===== config.mk =====
export PLATFORM = sky130hd
export DESIGN_NAME = alu_arbiter_flat
export DESIGN_NICKNAME = d
export VERILOG_FILES = /design/src/rtl/alu_arbiter_pkg.sv /design/src/rtl/alu_arbiter_if.sv /design/src/rtl/alu_arbiter_rr_arb2.sv /design/src/rtl/alu_arbiter.sv /design/src/flat_wrapper.sv
export SDC_FILE = /design/constraint.sdc
export NUM_CORES = 1
export LEC_CHECK = 0
export ABC_AREA = 1
export CAP_MARGIN = 20
export CORE_ASPECT_RATIO = 1.2
export CORE_UTILIZATION = 30
export DETAILED_ROUTE_END_ITERATION = 12
export GPL_ROUTABILITY_DRIVEN = 0
export GPL_TIMING_DRIVEN = 0
export PLACE_DENSITY = 0.73
export SLEW_MARGIN = 10
export SYNTH_ARGS = -nofsm -noshare
export SYNTH_HDL_FRONTEND = slang
export SYNTH_SLANG_ARGS = --single-unit

===== constraint.sdc =====
create_clock -name clk -period 3.2 [get_ports clk]
set_input_delay 0.96 -clock clk [delete_from_list [all_inputs] [get_ports clk]]
set_output_delay 0.96 -clock clk [all_outputs]
set_load 0.05 [all_outputs]

===== src/rtl/alu_arbiter_pkg.sv =====
// Shared definitions for the ALU arbiter slice: ALU op codes, FSM state type,
// default widths and a small one-hot helper.
package alu_arbiter_pkg;

    localparam int unsigned WIDTH_DEF = 32;
    localparam int unsigned CTRLW_DEF = 3;
    localparam int unsigned NREQ      = 2;

    localparam logic [2:0] ALU_ADD  = 3'b000;
    localparam logic [2:0] ALU_SUB  = 3'b001;
    localparam logic [2:0] ALU_AND  = 3'b010;
    localparam logic [2:0] ALU_OR   = 3'b011;
    localparam logic [2:0] ALU_PASS = 3'b100;
    localparam logic [2:0] ALU_SLT  = 3'b101;

    typedef enum logic [1:0] {
        ARB_IDLE = 2'd0,
        ARB_EXEC = 2'd1,
        ARB_RESP = 2'd2
    } arb_state_t;

    // Requester index to one-hot request/response vector.
    function automatic logic [NREQ-1:0] idx_to_onehot(input logic idx);
        return idx ? 2'b10 : 2'b01;
    endfunction

endpackage


===== src/rtl/alu_arbiter_if.sv =====
// Requester-side bundle of the ALU arbiter: request handshake with operands and
// the held response handshake.
//  master : requester side (drives requests, consumes responses)
//  slave  : arbiter side
interface alu_arbiter_if #(
    parameter int unsigned WIDTH = 32,
    parameter int unsigned CTRLW = 3
);
    logic [1:0]            ReqValid;
    logic [1:0]            ReqReady;
    logic [1:0][WIDTH-1:0] ReqSrcA;
    logic [1:0][WIDTH-1:0] ReqSrcB;
    logic [1:0][CTRLW-1:0] ReqCtrl;
    logic [1:0]            RespValid;
    logic [1:0]            RespReady;
    logic [WIDTH-1:0]      RespResult;
    logic                  RespZero;

    modport master (
        output ReqValid, ReqSrcA, ReqSrcB, ReqCtrl, RespReady,
        input  ReqReady, RespValid, RespResult, RespZero
    );

    modport slave (
        input  ReqValid, ReqSrcA, ReqSrcB, ReqCtrl, RespReady,
        output ReqReady, RespValid, RespResult, RespZero
    );
endinterface


===== src/rtl/alu_arbiter_rr_arb2.sv =====
// Combinational two-way round-robin arbiter.
//  req_valid  : per-requester request
//  last_grant : index granted on the previous accept
//  grant      : one-hot grant (zero when nothing requests)
//  grant_idx  : index of the granted requester
module rr_arb2
    import alu_arbiter_pkg::*;
(
    input  logic [1:0] req_valid,
    input  logic       last_grant,
    output logic [1:0] grant,
    output logic       grant_idx
);

    always_comb begin
        grant_idx = 1'b0;
        grant     = 2'b00;
        case (req_valid)
            2'b01:   grant_idx = 1'b0;
            2'b10:   grant_idx = 1'b1;
            // Contention: whoever was not served last time goes first.
            2'b11:   grant_idx = ~last_grant;
            default: grant_idx = 1'b0;
        endcase
        if (|req_valid) begin
            grant = idx_to_onehot(grant_idx);
        end
    end

endmodule


===== src/rtl/alu_arbiter.sv =====
// Shares one combinational ALU between two requesters. A granted request's
// operands are registered onto the ALU inputs, the ALU result is captured one
// cycle later and held under a valid/ready response handshake to its owner.
//  clk, reset_n          : clock, asynchronous active-low reset
//  bus (slave)           : request/response handshakes of both requesters
//  SrcA/SrcB/ALUControl  : registered operands/op to the ALU
//  ALUResult/Zero        : ALU outputs
module alu_arbiter
    import alu_arbiter_pkg::*;
#(
    parameter int unsigned WIDTH = WIDTH_DEF,
    parameter int unsigned CTRLW = CTRLW_DEF
) (
    input  logic             clk,
    input  logic             reset_n,
    alu_arbiter_if.slave     bus,
    output logic [WIDTH-1:0] SrcA,
    output logic [WIDTH-1:0] SrcB,
    output logic [CTRLW-1:0] ALUControl,
    input  logic [WIDTH-1:0] ALUResult,
    input  logic             Zero
);

    arb_state_t       state_q,      state_d;
    logic             last_grant_q, last_grant_d;
    logic             owner_q,      owner_d;
    logic [WIDTH-1:0] src_a_q,      src_a_d;
    logic [WIDTH-1:0] src_b_q,      src_b_d;
    logic [CTRLW-1:0] ctrl_q,       ctrl_d;
    logic [WIDTH-1:0] result_q,     result_d;
    logic             zero_q,       zero_d;
    logic [1:0]       resp_valid_q, resp_valid_d;

    logic [1:0]       grant;
    logic             grant_idx;

    rr_arb2 u_rr_arb2 (
        .req_valid  (bus.ReqValid),
        .last_grant (last_grant_q),
        .grant      (grant),
        .grant_idx  (grant_idx)
    );

    // Next-state and datapath register updates.
    always_comb begin
        state_d      = state_q;
        last_grant_d = last_grant_q;
        owner_d      = owner_q;
        src_a_d      = src_a_q;
        src_b_d      = src_b_q;
        ctrl_d       = ctrl_q;
        result_d     = result_q;
        zero_d       = zero_q;
        resp_valid_d = resp_valid_q;

        case (state_q)
            ARB_IDLE: begin
                if (|grant) begin
                    src_a_d      = bus.ReqSrcA[grant_idx];
                    src_b_d      = bus.ReqSrcB[grant_idx];
                    ctrl_d       = bus.ReqCtrl[grant_idx];
                    owner_d      = grant_idx;
                    last_grant_d = grant_idx;
                    state_d      = ARB_EXEC;
                end
            end
            ARB_EXEC: begin
                result_d     = ALUResult;
                zero_d       = Zero;
                resp_valid_d = idx_to_onehot(owner_q);
                state_d      = ARB_RESP;
            end
            ARB_RESP: begin
                // Only the owner's ready can retire the response.
                if (bus.RespReady[owner_q]) begin
                    resp_valid_d = 2'b00;
                    state_d      = ARB_IDLE;
                end
            end
            default: begin
                resp_valid_d = 2'b00;
                state_d      = ARB_IDLE;
            end
        endcase
    end

    // State and datapath registers.
    always_ff @(posedge clk or negedge reset_n) begin
        if (!reset_n) begin
            state_q      <= ARB_IDLE;
            last_grant_q <= 1'b1;
            owner_q      <= 1'b0;
            src_a_q      <= '0;
            src_b_q      <= '0;
            ctrl_q       <= '0;
            result_q     <= '0;
            zero_q       <= 1'b0;
            resp_valid_q <= 2'b00;
        end else begin
            state_q      <= state_d;
            last_grant_q <= last_grant_d;
            owner_q      <= owner_d;
            src_a_q      <= src_a_d;
            src_b_q      <= src_b_d;
            ctrl_q       <= ctrl_d;
            result_q     <= result_d;
            zero_q       <= zero_d;
            resp_valid_q <= resp_valid_d;
        end
    end

    // Accept is combinational in IDLE; held low while reset is applied.
    assign bus.ReqReady   = (reset_n && (state_q == ARB_IDLE)) ? grant : 2'b00;
    assign bus.RespValid  = resp_valid_q;
    assign bus.RespResult = result_q;
    assign bus.RespZero   = zero_q;
    assign SrcA           = src_a_q;
    assign SrcB           = src_b_q;
    assign ALUControl     = ctrl_q;

endmodule


===== src/flat_wrapper.sv =====
// flat-port wrapper written by rule: the top's interface ports become plain ports
module alu_arbiter_flat import alu_arbiter_pkg::*;
#(
    parameter int unsigned WIDTH = WIDTH_DEF,
    parameter int unsigned CTRLW = CTRLW_DEF
)
  (clk, reset_n, SrcA, SrcB, ALUControl, ALUResult, Zero, bus_ReqValid, bus_ReqSrcA, bus_ReqSrcB, bus_ReqCtrl, bus_RespReady, bus_ReqReady, bus_RespValid, bus_RespResult, bus_RespZero);
  alu_arbiter_if #(.WIDTH(WIDTH), .CTRLW(CTRLW)) bus_i ();
  input  logic clk;
  input  logic reset_n;
  output logic [WIDTH-1:0] SrcA;
  output logic [WIDTH-1:0] SrcB;
  output logic [CTRLW-1:0] ALUControl;
  input  logic [WIDTH-1:0] ALUResult;
  input  logic Zero;
  input wire logic [$bits(bus_i.ReqValid)-1:0] bus_ReqValid;
  input wire logic [$bits(bus_i.ReqSrcA)-1:0] bus_ReqSrcA;
  input wire logic [$bits(bus_i.ReqSrcB)-1:0] bus_ReqSrcB;
  input wire logic [$bits(bus_i.ReqCtrl)-1:0] bus_ReqCtrl;
  input wire logic [$bits(bus_i.RespReady)-1:0] bus_RespReady;
  output wire logic [$bits(bus_i.ReqReady)-1:0] bus_ReqReady;
  output wire logic [$bits(bus_i.RespValid)-1:0] bus_RespValid;
  output wire logic [$bits(bus_i.RespResult)-1:0] bus_RespResult;
  output wire logic [$bits(bus_i.RespZero)-1:0] bus_RespZero;
  assign bus_i.ReqValid = bus_ReqValid;
  assign bus_i.ReqSrcA = bus_ReqSrcA;
  assign bus_i.ReqSrcB = bus_ReqSrcB;
  assign bus_i.ReqCtrl = bus_ReqCtrl;
  assign bus_i.RespReady = bus_RespReady;
  assign bus_ReqReady = bus_i.ReqReady;
  assign bus_RespValid = bus_i.RespValid;
  assign bus_RespResult = bus_i.RespResult;
  assign bus_RespZero = bus_i.RespZero;
  alu_arbiter #(.WIDTH(WIDTH), .CTRLW(CTRLW)) u_core (.clk(clk), .reset_n(reset_n), .bus(bus_i), .SrcA(SrcA), .SrcB(SrcB), .ALUControl(ALUControl), .ALUResult(ALUResult), .Zero(Zero));
endmodule

After elaboration in Yosys (flattened, before gate mapping)

Cells that the tools add are included.
W data, S select, Z words.

Order comparisons: 2
Eq/ne operators: 6
Mux-type cells: 17
Bitwise logic cells: 2
Reductions and logical operators: 7

Operator list:

| kind                 | count |
|---|---|
| $mux W32             | 4 |
| $mux W2              | 6 |
| $pmux W2 S3          | 2 |
| $eq A2 B2 Y1 const B | 3 |
| $mux W3              | 2 |
| $reduce_and A2 Y1    | 3 |
| $lt A1 B2 Y1 const B | 2 |
| $ne A2 B1 Y1 const B | 2 |
| $reduce_or A2 Y1     | 2 |
| $eq A2 B1 Y1 const B | 1 |
| $logic_not A2 Y1     | 1 |
| $mux W1              | 2 |
| $not A1 Y1           | 2 |
| $pmux W1 S2          | 1 |
| $logic_and A1 B1 Y1  | 1 |

Register bits after elaboration: 106

Depth between registers and ports, before layout

Gate-level depths: netlist of run 1.

Word-level depth: 7
Depth in mapped cells: 8

Modules after synthesis

A second synthesis of run 1 with hierarchy kept.

Cells, all modules: 677
Area, all modules: 5106.1 um2

Modules (own cells, without submodules):

| module      | times used | cells an instance | area an instance (um2) | sequential area each (um2) |
|---|---|---|---|---|
| alu_arbiter | 1          | 671               | 5081.1                 | 2653.8 |
| rr_arb2     | 1          | 6                 | 25.0                   | 0.0 |

Least setup slack after synthesis of run 1

Ideal clock, no wire load.

Path type: input port to output port
Start point: in bus_ReqValid[1]
End point: out bus_ReqReady[0]
Data arrival time: 2.476 ns
Required time: 2.240 ns
Slack: -0.236 ns
Stages on the path: 4
Path buffers: 1
Path through: nand2_1 > clkbuf_1 > nand2_1 > nor3_1

Cells in the longest elaborated chain, start to end: 5

RTL lines:

| item               | line                      | RTL |
|---|---|---|
| start: declaration | flat_wrapper.sv:16        | `input wire logic [$bits(bus_i.ReqValid)-1:0] bus_ReqValid;` |
| $eq A2 B2 Y1       | alu_arbiter_rr_arb2.sv:18 | `case (req_valid)` |
| $pmux W1 S2        | alu_arbiter_rr_arb2.sv:18 |  |
| $mux W2            | alu_arbiter_pkg.sv:24     | `return idx ? 2'b10 : 2'b01;` |
| $mux W2 *          | alu_arbiter_rr_arb2.sv:25 | `if (\|req_valid) begin` |
| $mux W2 *          | alu_arbiter.sv:113        | `assign bus.ReqReady = (reset_n && (state_q == ARB_IDLE)) ? grant : 2'b00;` |
| end: declaration   | flat_wrapper.sv:21        | `output wire logic [$bits(bus_i.ReqReady)-1:0] bus_ReqReady;` |

Mark *: on every way between the ends. The rest lies on a longest branch, timed or not.

Final worst setup path of run 1

Ends and elaborated chain as after synthesis.

==> flow_summary.toml, run 1 <==
[critical_path]
r2r_end = "u_core.SrcB[22]$_DFFE_PN0P_"
path_cells = "dlygate4sd2_1 -> nand2_4 -> clkbuf_4 -> nand2_1 -> nor3_2 -> clkbuf_4"
crit_required_ns = 2.24
critPathSlowestCell = "dlygate4sd2_1"
crit_type = "in2out"
path_common_cell = "clkbuf_4"
max_stage_delay_ns = 0.30
cp_top_family = "buffers and inverters"
r2r-start = "u_core.last_grant_q$_DFFE_PN1P_"
reg2reg_slack_ns = 1.53
arrival_ns = 2.14
endpoint_kind = "output port"
worstPathMaxFanout = 10
start_kind = "primary input"
crit_buf_inv = 3
ff2ff_path_depth = 7

[floorplan]
start_util_pct = 31.0
pin_count = 277
die_area_um2 = 18100
die_x_um = 123
die-height_um = 147
num_rows = 52
placeableCoreArea_um2 = 17000

[drt]
vias_per_cell = 4.43
drc_errors = 0
antenna_left = 0
wl_mm = 17.5
drtIter0Drc = 204
drtPass1Iterations = 4
avgRoutedWirePerCell_um = 13.9
dr_total_vias = 5567

[synth]
synth_cells = 748
yosysSeqAreaShare_pct = 50.3
synth_fp_nets = 921
synth-edff-count = 0
syn_area_um2 = 5280
yosysWarnings = 0
ys_async_sr_fraction_pct = 100
synth.avg_cell_area_um2 = 7.06
synth_flop_cell = "dfrtp_1"
synth.distinct_cells = 15
ys_ff_latch = 106

[sta]
finalSetupViolations = 0
rsz0062_at_grt = "false"
slew_violations = 0
fin_skew_ns = 0.00460
maxSlewHeadroom_pct = 61.7
timing.final.crit_share_pct = 96.8
worst_pin_slew_ns = 0.573
period_minus_slack_ns = 3.10
max_clock_freq_ghz = 0.323
layout_setup_ws_ns = 0.102
hold_viol = 0

[finish]
diodes = 0
drive_gt1_share_pct = 5.09
mostFrequentLayoutCell = "nand2_1"
finalInstanceArea_um2 = 8730
fin_nets = 1210
final_cell_mix = "nand2_1 (313), clkdlybuf4s50_1 (271), inv_1 (138)"
area_delta_synth_final_pct = 65.5

[power]
cellLeakagePower_uw = 0.00461
power_density_nw_per_um2 = 1070
power_uw = 9330
seqPwrFrac_pct = 25.5
peakVddDrop_mv = 0.581
p_switching_uw = 4810
p_sw_share_pct = 51.6
p_comb_share_pct = 62.0
clkPwrFrac_pct = 12.6
internal-power_uw = 4510

[clock_network]
clock_latency_ns = 0.35
clk_pin_slew_ns = 0.07
htree_levels = 3
cts_root_buf = "clkbuf_16"
cts_buffer_depth = 2
cts_tree = "built"
cts_inserted_buffers = 9
cts_sinks = 106

[global_route]
first_global_vias = 5552
grt_pass1_wl_mm = 27.4
antenna_found_initial = 0
track_usage_pct = 19.6
grt_max_degree = 48
overflow = 0

[place]
dpl_cell_area_um2 = 8340
dp_hpwl_mm = 13.2
dp_slack_ns = -1.29
portBuffers = 276

[hold_path]
hold_path_depth = 2
hold_path_class = "reg2reg"
worstHoldStart = "u_core.bus.RespValid[0]$_DFFE_PN0P_"
min_to = "u_core.bus.RespValid[0]$_DFFE_PN0P_"

[status]
run_status = "finished, final reports clean"

[job]
maxCapViolCount = 0
[sequential cells by signal, summed over array words and instances, names as in the netlist]
name                   cells
u_core.SrcA               32
u_core.SrcB               32
u_core.bus.RespResult     32
u_core.ALUControl          3
u_core.bus.RespValid       2
u_core.state_q             2
u_core.bus.RespZero        1
u_core.last_grant_q        1
u_core.owner_q             1
[worst max path at each step]
stage | start | to | slack [ns] | depth (start not counted)
after floorplan | bus_ReqValid[0] | bus_ReqReady[1] | 0.002 | 7
after global placement | reset_n | bus_ReqReady[0] | -4.49 | 4
after detailed placement | bus_ReqValid[1] | bus_ReqReady[1] | -1.29 | 8
after CTS | bus_ReqValid[0] | bus_ReqReady[1] | -0.02 | 8
after global routing | bus_ReqValid[1] | bus_ReqReady[0] | 0.003 | 6
final | bus_ReqValid[1] | bus_ReqReady[0] | 0.10 | 6
[Yosys cell counts (2+ instances only)]
library cell	number	share of area (%)
nand2_1	316	22
inv_1	139	9.9
nand3_1	135	13
dfrtp_1	105	50
clkbuf_1	19	1.4
buf_2	18	1.7
nor2_1	4	0.28
buf_4	3	0.43
inv_2	2	0.14
o21ai_1	2	0.19
[final cells by class]
| class | instances | area, um2 |
|---|---|---|
| Tap cell | 216 | 270 |
| Fill cell | 1677 | 8310 |
| Timing Repair Buffer | 279 | 2840 |
| Buffer | 40 | 188 |
| Clock inverter | 7 | 86.3 |
| Sequential cell | 106 | 2650 |
| Multi-Input combinational cell | 459 | 1940 |
| Clock buffer | 9 | 225 |
| Inverter | 142 | 533 |
[routing by layer]
layer / vias to the layer above / wire (um) / part of all wire [%] / GRT usage (%)
li1: 2794 / - / - / -
met1: 2510 / 7050 / 40 / 21.8
met2: 232 / 8540 / 49 / 35.4
met3: 31 / 1420 / 8.1 / 4.62
met4: 0 / 530 / 3.0 / 8.13
met5: - / 0 / 0 / 0
[cells by family after synthesis]
logic type,Yosys count,synth area share (%)
AO/OA/AOI/OAI,2,0.190
AND/OR/NAND/NOR,457,35.9
buffers and inverters,183,13.7
flip-flops,106,50.3
[worst register-to-register path: cells and delay by family (launching register included)]
kind | cells | cell delay (ns)
AND/OR/NAND/NOR | 4 | 0.42
flip-flops | 1 | 0.52
buffers and inverters | 3 | 0.62
[stage by stage]
stage / util [%] / setup TNS (ns) / hold slack [ns] / cells
6_report: 51.2 / 0 / 0.474 / 1258
5_1_grt: 51.2 / 0 / 0.495 / 1258
4_1_cts: 51.2 / -0.0290 / 0.478 / 1258
3_5_place_dp: 49.0 / -2.32 / 0.459 / 1241
3_3_place_gp: 48.8 / -349.82 / 0.456 / 1240
2_1_floorplan: - / 0 / 0.461 / 748
[what timing repair did]
| item | 4_1_cts | 5_1_grt |
|---|---|---|
| setup buffers | 1 | 0 |
| gates cloned | 1 | 0 |
| pin swaps | 1 | 0 |
| setup endpoints to repair | 2 | 2 |
| resized for setup | 23 | 6 |
| hold buffers | 0 | 0 |
[power by group through the flow]
| stage | Sequential (uW) | Clock, uW | Combinational, uW |
|---|---|---|---|
| 3_3_place_gp | 2380 | 0 | 5740 |
| 3_5_place_dp | 2380 | 0 | 5810 |
| 5_1_grt | 2460 | 1260 | 6180 |
| 4_1_cts | 2380 | 1210 | 5850 |
| 2_1_floorplan | 4610 | 0 | 1450 |
| 6_report | 2370 | 1170 | 5780 |
No activity file was read; power rests on OpenSTA's default activity.
==> run 2, diff against run 1 <==
--- a/config.mk
+++ b/config.mk
@@ -8,5 +8,4 @@
 export ABC_AREA = 1
 export CAP_MARGIN = 20
-export CORE_ASPECT_RATIO = 1.2
 export CORE_UTILIZATION = 30
 export DETAILED_ROUTE_END_ITERATION = 12
==> constraint.sdc (replaced) <==
create_clock -name clk -period 3.2 [get_ports clk]
set_input_delay 0.96 -clock clk [delete_from_list [all_inputs] [get_ports clk]]
set_output_delay 0.96 -clock clk [all_outputs]
set_load 0.01 [all_outputs]
==> flow_summary.toml, run 2 (synthesis results as in run 1) <==
[critical_path]
worstPathMaxFanout = 23
crit_required_ns = 2.24
start_kind = "primary input"
arrival_ns = 2.08
r2r-start = "u_core.state_q[0]$_DFFE_PN0P_"
r2r_end = "u_core.SrcB[24]$_DFFE_PN0P_"
crit_type = "in2out"
endpoint = "bus_ReqReady[1]"
cp-startpoint = "bus_ReqValid[1]"
reg2reg_slack_ns = 1.45
endpoint_kind = "output port"
ff2ff_path_depth = 8

[finish]
final_cell_mix = "nand2_1 (312), clkdlybuf4s50_1 (271), inv_1 (139)"
fin_nets = 1208
finalInstanceArea_um2 = 8740
utilization_pct = 50.7
drive_gt1_share_pct = 4.62
mostFrequentLayoutCell = "nand2_1"
area_delta_synth_final_pct = 65.6

[place]
dpl_cell_area_um2 = 8350
portBuffers = 276
dp_hpwl_mm = 13.2

[global_route]
overflow = 0
first_global_vias = 5458
antenna_found_initial = 1
grt_max_degree = 47
grt_pass1_wl_mm = 27.3
track_usage_pct = 19.4

[power]
peakVddDrop_mv = 0.414
power_uw = 7420
power_density_nw_per_um2 = 849
cellLeakagePower_uw = 0.00461

[clock_network]
cts_hold_buf = 0
cts_tree = "built"
post_cts_buffers = 0
cts_buffer_depth = 2
cts_inserted_buffers = 9
clock_latency_ns = 0.35
htree_levels = 3
cts_root_buf = "clkbuf_16"
cts_sinks = 106
clk_pin_slew_ns = 0.08

[sta]
hold_viol = 0
worst_pin_slew_ns = 0.490
period_minus_slack_ns = 3.04
maxSlewHeadroom_pct = 67.3
max_clock_freq_ghz = 0.329
fin_skew_ns = 0.0125
rsz0062_at_grt = "false"
slew_violations = 0
finalSetupViolations = 0
timing.final.crit_share_pct = 94.9

[floorplan]
num_rows = 48
placeableCoreArea_um2 = 17200
pin_count = 277
start_util_pct = 30.6
die_x_um = 135
die-height_um = 135
die_area_um2 = 18100

[drt]
antenna_left = 0
vias_per_cell = 4.32
wl_mm = 17.4
avgRoutedWirePerCell_um = 13.7
drtPass1Iterations = 5
dr_total_vias = 5473
drc_errors = 0
drtIter0Drc = 226

[status]
run_status = "finished, final reports clean"

[hold_path]
hold_path_class = "reg2reg"

[job]
maxCapViolCount = 0
[run 2: cell types whose count changed in the layout (fill, tap and decap cells not counted), moves of 2 or more]
cell	previous run	this run
inv_8	3	1
inv_6	0	2
clkinvlp_4	3	0
buf_6	2	0
[run 2: where the power goes]
group	internal (uW)	switching [uW]	leakage, uW
sequential	2020	359	0.00129
combinational	1860	1920	0.00316
clock	705	549	0.000162
[run 2: cell type report]
| type | instances | area, um2 |
|---|---|---|
| fill | 1689 | 8500 |
| timing repair buffer | 278 | 2820 |
| sequential | 106 | 2650 |
| multi-input combinational | 459 | 1940 |
| inverter | 142 | 533 |
| tap | 225 | 282 |
| clock buffer | 10 | 229 |
| buffer | 39 | 176 |
| clock inverter | 6 | 105 |
| antenna | 1 | 2.50 |
[run 2: repair_timing]
item,CTS,global route
pin swaps,1,0
resized for setup,17,3
gates cloned,1,0
endpoints found under the setup margin,2,1
[run 2: how the worst min path moves through the flow]
stage	start	endpoint	slack, ns	cells after the start
2_1_floorplan	u_core.last_grant_q$_DFFE_PN1P_	u_core.last_grant_q$_DFFE_PN1P_	0.46	2
3_3_place_gp	u_core.SrcA[4]$_DFFE_PN0P_	u_core.SrcA[4]$_DFFE_PN0P_	0.46	2
3_5_place_dp	u_core.ALUControl[1]$_DFFE_PN0P_	u_core.ALUControl[1]$_DFFE_PN0P_	0.46	2
4_1_cts	u_core.SrcB[25]$_DFFE_PN0P_	u_core.SrcB[25]$_DFFE_PN0P_	0.48	2
5_1_grt	u_core.bus.RespResult[20]$_DFFE_PN0N_	u_core.bus.RespResult[20]$_DFFE_PN0N_	0.50	2
6_report	u_core.SrcA[11]$_DFFE_PN0P_	u_core.SrcA[11]$_DFFE_PN0P_	0.48	2
[run 2: metrics by stage]
stage | setup WS [ns] | setup TNS [ns] | instances | hold WS, ns
floorplan | 0.489 | 0 | 748 | 0.461
global placement | -4.04 | -334.60 | 1249 | 0.461
detailed placement | -1.02 | -1.77 | 1250 | 0.464
CTS | 0.0337 | 0 | 1265 | 0.483
global route | 0.0416 | 0 | 1265 | 0.502
finish | 0.162 | 0 | 1266 | 0.478
[run 2: worst max-delay path, cell delays in order]
cell and delay, ns:
dlygate4sd2_1 0.33, nand2_4 0.15, nand2_8 0.21, nand2_2 0.09, nor2_1 0.09, clkdlybuf4s15_2 0.24
[run 2: metal layers]
layer / up-vias / wire length (um) / track usage (%)
met5: - / 0 / 0
met2: 223 / 8440 / 34.1
li1: 2799 / - / -
met4: 0 / 176 / 5.56
met3: 14 / 1600 / 7.02
met1: 2437 / 7140 / 22.1
